## src/rtl/audio_note_player.sv

```systemverilog
// Melody sequencer: steps a 16-entry song table on clock_10Hz rising edges and
// drives a square wave whose half period is set by the current note code.
module audio_note_player #(
    parameter int SONG_LEN = 16,
    parameter bit GAP_EN   = 1'b1
) (
    input  logic       clock_40MHz,
    input  logic       reset,
    input  logic       clock_10Hz,
    input  logic       play,
    input  logic       loop,
    output logic       audio_out,
    output logic [3:0] note_index,
    output logic [3:0] note_code,
    output logic       busy,
    output logic       done
);
    typedef enum logic [1:0] {IDLE, PLAY, GAP} state_t;
    localparam logic [3:0] LAST_IDX = 4'(SONG_LEN - 1);

    // Table entry {code, dur}: rising scale, one long rest, falling scale.
    function automatic logic [7:0] f_entry(input logic [3:0] idx);
        logic [7:0] e;
        case (idx)
            4'd0:  e = {4'd1, 4'd2};
            4'd1:  e = {4'd2, 4'd2};
            4'd2:  e = {4'd3, 4'd2};
            4'd3:  e = {4'd4, 4'd2};
            4'd4:  e = {4'd5, 4'd2};
            4'd5:  e = {4'd6, 4'd2};
            4'd6:  e = {4'd7, 4'd2};
            4'd7:  e = {4'd8, 4'd2};
            4'd8:  e = {4'd0, 4'd4};
            4'd9:  e = {4'd7, 4'd2};
            4'd10: e = {4'd6, 4'd2};
            4'd11: e = {4'd5, 4'd2};
            4'd12: e = {4'd4, 4'd2};
            4'd13: e = {4'd3, 4'd2};
            4'd14: e = {4'd2, 4'd2};
            default: e = {4'd1, 4'd2};
        endcase
        return e;
    endfunction

    function automatic logic [3:0] f_code(input logic [3:0] idx);
        logic [7:0] e;
        e = f_entry(idx);
        return e[7:4];
    endfunction

    function automatic logic [3:0] f_dur(input logic [3:0] idx);
        logic [7:0] e;
        e = f_entry(idx);
        return (e[3:0] == 4'd0) ? 4'd1 : e[3:0];
    endfunction

    // Zero half period marks a rest.
    function automatic logic [16:0] f_half_period(input logic [3:0] code);
        case (code)
            4'd1:    return 17'd76445;
            4'd2:    return 17'd68106;
            4'd3:    return 17'd60674;
            4'd4:    return 17'd57269;
            4'd5:    return 17'd51020;
            4'd6:    return 17'd45455;
            4'd7:    return 17'd40496;
            4'd8:    return 17'd38223;
            default: return 17'd0;
        endcase
    endfunction

    state_t      r_state;
    logic        r_q1, r_q2, r_audio, r_done;
    logic [3:0]  r_idx, r_dur;
    logic [16:0] r_tone;
    logic        w_tick, w_last, w_rest, w_adv, w_busy;
    logic [3:0]  w_code, w_next_idx;
    logic [16:0] w_hp;

    assign w_tick     = r_q1 & ~r_q2;
    assign w_last     = (r_idx == LAST_IDX);
    assign w_next_idx = w_last ? 4'd0 : r_idx + 4'd1;
    assign w_code     = f_code(r_idx);
    assign w_hp       = f_half_period(w_code);
    assign w_rest     = (w_hp == 17'd0);
    assign w_busy     = (r_state != IDLE);
    // Advance leaves the current entry: tick in GAP, or last tick of a note when gaps are off.
    assign w_adv = play & w_tick &
                   ((r_state == GAP) | ((r_state == PLAY) & (r_dur <= 4'd1) & ~GAP_EN));

    always_ff @(posedge clock_40MHz or posedge reset) begin
        if (reset) begin
            r_state <= IDLE;
            r_q1    <= 1'b0;
            r_q2    <= 1'b0;
            r_audio <= 1'b0;
            r_done  <= 1'b0;
            r_idx   <= 4'd0;
            r_dur   <= 4'd0;
            r_tone  <= 17'd0;
        end else begin
            r_q1   <= clock_10Hz;
            r_q2   <= r_q1;
            r_done <= 1'b0;
            case (r_state)
                IDLE: begin
                    r_idx   <= 4'd0;
                    r_audio <= 1'b0;
                    r_tone  <= 17'd0;
                    if (play) begin
                        r_state <= PLAY;
                        r_dur   <= f_dur(4'd0);
                    end
                end
                default: begin
                    if (!play) begin
                        r_state <= IDLE;
                        r_idx   <= 4'd0;
                        r_audio <= 1'b0;
                        r_tone  <= 17'd0;
                    end else if (w_adv) begin
                        r_audio <= 1'b0;
                        r_tone  <= 17'd0;
                        if (w_last && !loop) begin
                            r_state <= IDLE;
                            r_idx   <= 4'd0;
                            r_done  <= 1'b1;
                        end else begin
                            r_state <= PLAY;
                            r_idx   <= w_next_idx;
                            r_dur   <= f_dur(w_next_idx);
                        end
                    end else if (r_state == PLAY) begin
                        if (w_tick && r_dur <= 4'd1) begin
                            r_state <= GAP;
                            r_audio <= 1'b0;
                            r_tone  <= 17'd0;
                        end else begin
                            if (w_tick) r_dur <= r_dur - 4'd1;
                            if (w_rest) begin
                                r_tone  <= 17'd0;
                                r_audio <= 1'b0;
                            end else if (r_tone >= w_hp - 17'd1) begin
                                r_tone  <= 17'd0;
                                r_audio <= ~r_audio;
                            end else begin
                                r_tone <= r_tone + 17'd1;
                            end
                        end
                    end
                end
            endcase
        end
    end

    assign audio_out  = r_audio;
    assign note_index = r_idx;
    assign note_code  = w_busy ? w_code : 4'd0;
    assign busy       = w_busy;
    assign done       = r_done;
endmodule

```

## config.mk

```make
export PLATFORM = sky130hd
export DESIGN_NAME = audio_note_player
export DESIGN_NICKNAME = d
export VERILOG_FILES = /design/src/rtl/audio_note_player.sv
export SDC_FILE = /design/constraint.sdc
export NUM_CORES = 1
export LEC_CHECK = 0
export CAP_MARGIN = 20
export CORE_ASPECT_RATIO = 0.8
export CORE_MARGIN = 2
export CORE_UTILIZATION = 25
export CTS_CLUSTER_DIAMETER = 80
export DETAILED_ROUTE_END_ITERATION = 16
export GPL_TIMING_DRIVEN = 0
export SETUP_SLACK_MARGIN = 0.02
export SLEW_MARGIN = 20
export SYNTH_ARGS = -nofsm -noshare
export SYNTH_HDL_FRONTEND = slang
export SYNTH_SLANG_ARGS = --single-unit
```

## constraint.sdc

```tcl
create_clock -name clock_40MHz -period 6.56 [get_ports clock_40MHz]
set_clock_uncertainty 0.05 [all_clocks]
set_input_delay 1.312 -clock clock_40MHz [delete_from_list [all_inputs] [get_ports clock_40MHz]]
set_output_delay 1.312 -clock clock_40MHz [all_outputs]
set_load 0.02 [all_outputs]
```

# Word-level counts from Yosys, hierarchy flattened

Memory sizes are Yosys's and may differ from the RTL's.
Index checks and enable logic that the tools add are counted.

$add $sub $neg: 4
Order comparisons: 2
Equal/unequal tests: 10
Mux-type cells: 44
Bitwise gates (word level): 5
Reduce and logical (&&, ||, !) cells: 12

Operators with widths:

| cell                                                                   | number |
|---|---|
| 17-bit two-way mux                                                     | 7 |
| 4-bit two-way mux                                                      | 19 |
| 17-bit by 1-bit adder with 17-bit output (second input constant)       | 1 |
| 17-bit >= comparator                                                   | 1 |
| 17-bit logical NOT                                                     | 1 |
| 17-bit by 1-bit subtractor with 17-bit output (second input constant)  | 1 |
| 1-bit two-way mux                                                      | 12 |
| 2-bit two-way mux                                                      | 6 |
| 4-bit by 1-bit != test with 1-bit output (second input constant)       | 2 |
| 3-bit by 2-bit != test with 1-bit output (second input constant)       | 2 |
| 6-bit by 1-bit != test with 1-bit output (second input constant)       | 1 |
| 3-bit nonzero test                                                     | 2 |
| 5-bit AND reduction                                                    | 1 |
| 4-bit by 1-bit adder with 4-bit output (second input constant)         | 1 |
| 4-bit equality test (second input constant)                            | 1 |
| 4-bit by 1-bit <= comparator with 1-bit output (second input constant) | 1 |
| 4-bit logical NOT                                                      | 1 |
| 4-bit by 1-bit subtractor with 4-bit output (second input constant)    | 1 |
| 1-bit AND                                                              | 3 |
| 3-bit by 1-bit != test with 1-bit output (second input constant)       | 1 |
| 3-bit AND reduction                                                    | 1 |
| 2-bit by 1-bit equality test with 1-bit output (second input constant) | 1 |
| 2-bit equality test (second input constant)                            | 1 |
| 1-bit logical AND                                                      | 2 |
| other kinds (6)                                                        | 7 |

Register bits: 31
Bits in read-only memories: 464
Output and inout bits: 11
Memories: 3

Memory list:

| name            | words | bits a word | read ports | clocked after memory_dff | wr ports | RTL line | RTL |
|---|---|---|---|---|---|---|---|
| (no name shown) | 16    | 17          | 1          | 0                        | 0        | 59       | `case (code)` |
| (no name shown) | 16    | 6           | 1          | 0                        | 0        | 24       | `case (idx)` |
| (no name shown) | 16    | 6           | 1          | 0                        | 0        | 24       |  |

# Longest topological paths before layout

Depth after elaboration: 13
Mapped depth: 23
Depth with buffers taken out: 21

# Least setup slack after synthesis

OpenSTA, ideal clock, no wires.

Path type: reg2reg
Start: reg r_idx[0] (netlist: note_index[0])
End: reg r_tone[6]
Arrival time: 4.854 ns
Required time: 6.444 ns
Setup slack: 1.590 ns
Stages on the path, launching flop included: 22
Buffers on the path: 2
Cell sequence: dfrtp_1 bufinv_8 ha_1 buf_4 inv_1 ha_1 or3_4 o211a_1 nor2_1 ha_1 nand2_1 a311oi_2 o2111ai_1 o311a_1 ha_1 a21oi_1 a21oi_1 a211oi_1 nand2_1 buf_4 o31ai_1 a22o_1

Longest elaborated chain between the ends: 11
Elaborated cells on any way between the ends: 12

RTL lines:

| element                                       | RTL line | RTL |
|---|---|---|
| start: declaration                            | 74       | `logic [3:0] r_idx, r_dur;` |
| start signal: assignment                      | 130      | `r_idx <= w_next_idx;` |
| memory 16 x 6 bit *                           | --       |  |
| memory 16 x 17 bit *                          | --       |  |
| 17-bit by 1-bit subtractor with 17-bit output | 143      | `end else if (r_tone >= w_hp - 17'd1) begin` |
| 17-bit >= comparator                          | 143      |  |
| 17-bit two-way mux                            | 143      |  |
| 17-bit two-way mux *                          | 140      | `if (w_rest) begin` |
| 17-bit two-way mux *                          | 134      | `if (w_tick && r_dur <= 4'd1) begin` |
| 17-bit two-way mux *                          | 133      | `end else if (r_state == PLAY) begin` |
| 17-bit two-way mux *                          | 121      | `end else if (w_adv) begin` |
| 17-bit two-way mux *                          | 116      | `if (!play) begin` |
| 17-bit two-way mux *                          | 105      | `case (r_state)` |
| end signal: assignment                        | 147      | `r_tone <= r_tone + 17'd1;` |
| end: declaration                              | 75       | `logic [16:0] r_tone;` |

Mark *: on every way between the ends. The rest lies on a longest branch, timed or not. The select of a mux whose other input is x is not followed.
A chain may end at the register's enable or synchronous reset.

# Worst setup path in the final report

Start: reg r_idx[0] (netlist: note_index[0])
End: reg r_tone[12]

The elaborated chain is that of the path after synthesis.

==> results.sh <==
export IMPL_status="finished, final reports clean"
export IMPL_pwr_density_cell_nw_per_um2=154
export IMPL_crit_buf_inv=4
export IMPL_drc=0
export IMPL_yosysWarnings=0
export IMPL_grt_pass1_wl_mm=13.5
export IMPL_cpMostUsedCell="ha_1"
export IMPL_die_w_um=127
export IMPL_cp_cell_sequence="bufinv_8, ha_1, buf_4, inv_1, ha_1, or3_4, o211a_1, nor2_1, ha_1, nand2_1, a311oi_2, o2111ai_1, a21oi_1, a31oi_1, ha_1, nand4_1, a21oi_1, a211oi_1, nand2_1, buf_4, o31ai_1, a22o_1"
export IMPL_setup_worst_path_class="flip-flop to flip-flop"
export IMPL_synth_fp_nets=403
export IMPL_period_minus_slack_ns=5.76
export IMPL_place_congestion=0.858
export IMPL_chipHeight_um=103
export IMPL_cts_resized=0
export IMPL_htreeDepth=2
export IMPL_routed_wl_mm=7.90
export IMPL_holdBufCountCts=0
export IMPL_grt_pass1_vias=2673
export IMPL_nFillCells=1207
export IMPL_io_buffers=15
export IMPL_pin_count=16
export IMPL_clockBufferDepth=2
export IMPL_ys_dominant_reg_cell="dfrtp_1"
export IMPL_drive_gt1_frac=0.0982
export IMPL_grtUsageTotal=0.129
export IMPL_critPathSlowestCell="dfrtp_1"
export IMPL_synthCells=364
export IMPL_rows=35
export IMPL_crit_required_ns=6.73
export IMPL_p_leak_nw=1.57
export IMPL_dp_cells=527
export IMPL_fmax_ghz=0.174
export IMPL_syn2layout_area_growth_pct=16.2
export IMPL_worst_pin_slew_ns=0.733
export IMPL_grt_antenna_before_repair=0
export IMPL_routedWlPerCell_um=14.8
export IMPL_ys_ff_latch=31
export IMPL_synth_edf_count=0
export IMPL_finalNetCount=425
export IMPL_clock_latency_ns=0.28
export IMPL_n_antenna_cell=0
export IMPL_path_max_fanout=10
export IMPL_dpl_hpwl_mm=6.09
export IMPL_yosys_area_top_type="dfrtp_1"
export IMPL_critPathTopFamily="compound AO/OA/AOI/OAI gates"
export IMPL_drtIter0Drc=163
export IMPL_initial_core_util=0.259
export IMPL_vdd_drop_max_mv=0.169
export IMPL_total_power_uw=543
export IMPL_slew_violations=0
export IMPL_seq_area_frac_synth=0.256
export IMPL_syn_area_um2=3030
export IMPL_cts_buffers=5
export IMPL_vias=2848
export IMPL_ant_nets=0
export IMPL_postCtsSetupBuffers=0
export IMPL_worst_path_largest_cell_delay_ns=0.52
export IMPL_cp_arrival_ns=5.93
export IMPL_grt_setup_unrepaired="false"
export IMPL_hold_viol=0
export IMPL_timing_slew_headroom=0.510
export IMPL_path_clk_slew_ns=0.05
export IMPL_async_flop_share=1.00
export IMPL_min_path_type="flip-flop to flip-flop"
export IMPL_worstSetupStartpointType="flip-flop"
export IMPL_yosysTopAreaCellShare=0.256
export IMPL_cap_violations=0
export IMPL_synth_top_cells_by_area="dfrtp_1 26%, ha_1 14%, nand2_1 4.5%"
export IMPL_fin_cells=535
export IMPL_grt_overflow_total=0
export IMPL_first_pass_iters=5
export IMPL_cts_tree="yes"
export IMPL_cts_sinks=31
export IMPL_synth_cell_types=64
export IMPL_setup_violations=0
export IMPL_worst_setup_path_end_kind="flip-flop"
export IMPL_syn_area_per_cell_um2=8.33
export IMPL_fin_tns_setup_ns=0
export IMPL_die_area_um2=13000
export IMPL_routed_via_density=5.32
export IMPL_root_buffer="clkbuf_16"
export IMPL_grt_max_degree=32
export IMPL_core_area_um2=11700
export IMPL_fin_crit_sh=0.878
[final cells by class]
class                      instances  area (um2)  share of cell area
buffer                            16         104              0.0295
clock buffer                       8         156              0.0444
inverter                          12        58.8              0.0167
multi-input combinational        305        2090               0.594
sequential                        31         776               0.220
tap                              148         185              0.0525
timing repair buffer              15         150              0.0426
[worst paths after layout]
kind	startpoint	cells past startpoint	slack, ns	end
max reg2reg	note_index[0]	22	0.80	r_tone[12]
max in group asynchronous	reset	2	4.63	r_q1
max	note_index[0]	22	0.80	r_tone[12]
min reg2reg	r_q1	0	0.35	r_q2
min in group asynchronous	reset	2	1.41	r_tone[12]
min	r_q1	0	0.35	r_q2
[kinds of logic (layout without fill, tap and decap cells)]
kind of cell | count (synthesis) | count (layout) | synth area share
multiplexers | 4 | 4 | 0.0140
XOR/XNOR | 10 | 10 | 0.0314
buffers and inverters | 28 | 51 | 0.0536
AND/OR/NAND/NOR | 151 | 151 | 0.250
adder cells (fa/ha/maj) | 34 | 34 | 0.140
flip-flops | 31 | 31 | 0.256
AO/OA/AOI/OAI | 106 | 106 | 0.255
[routing by layer]
metal | vias to the layer above | track usage | routed length [um] | share of wire
met4 | 0 | 0.0380 | 110 | 0.014
met5 | - | 0 | 0 | 0
li1 | 1400 | - | - | -
met1 | 1344 | 0.188 | 3950 | 0.50
met2 | 96 | 0.201 | 3430 | 0.43
met3 | 8 | 0.0171 | 408 | 0.052
[placed cells by master, fill, tap and decap left out, types with 6 or more instances in the layout]
cell type         n
dfrtp_1          31
nand4_1           6
ha_1             34
nor2b_1           8
a22o_1            8
o31ai_1           8
clkbuf_1          8
o21ai_0          18
clkdlybuf4s50_1  15
a21oi_1          22
inv_1            10
nand2_1          36
nor2_1           36
nand3_1          19
nor3_1           11
[synthesized netlist by cell type, types with 3 or more instances]
cell and n:
a21boi_0 3, a21o_1 5, a21oi_1 22, a22o_1 8
a31oi_1 3, a32o_1 3, and3_1 4, buf_4 3
buf_6 4, clkbuf_1 7, dfrtp_1 31, ha_1 34
inv_1 11, nand2_1 36, nand2b_1 5, nand3_1 19
nand3b_1 3, nand4_1 6, nor2_1 36, nor2_2 3
nor2b_1 8, nor3_1 11, nor4_1 5, o21a_1 5
o21ai_0 18, o31ai_1 8, or2_2 5, xnor2_1 4
xor2_1 5
[state kept, by name, summed over array words and instances, names as in the netlist]
name / count
r_dur: 4
r_tone: 17
r_q1: 1
note_index: 4
done: 1
audio_out: 1
r_q2: 1
r_state: 2
[per-stage QoR]
stage	cell area [um2]	hold WS, ns	worst slack [ns]	util
after detailed placement	3370	0.337	0.805	0.288
after CTS	3520	0.351	0.788	0.301
after global placement	3370	0.335	0.835	0.288
final	3520	0.347	0.801	0.301
after floorplan	3030	0.318	1.59	-
after global routing	3520	0.375	0.288	0.301
[report_power, final]
part           internal (mW)  leakage [nW]  total [mW]  switching, mW
Clock                  0.161        0.0772       0.238         0.0775
Combinational         0.0373          1.07      0.0895         0.0522
Sequential             0.204         0.420       0.215         0.0111
Power figures use the tool's default switching activity.
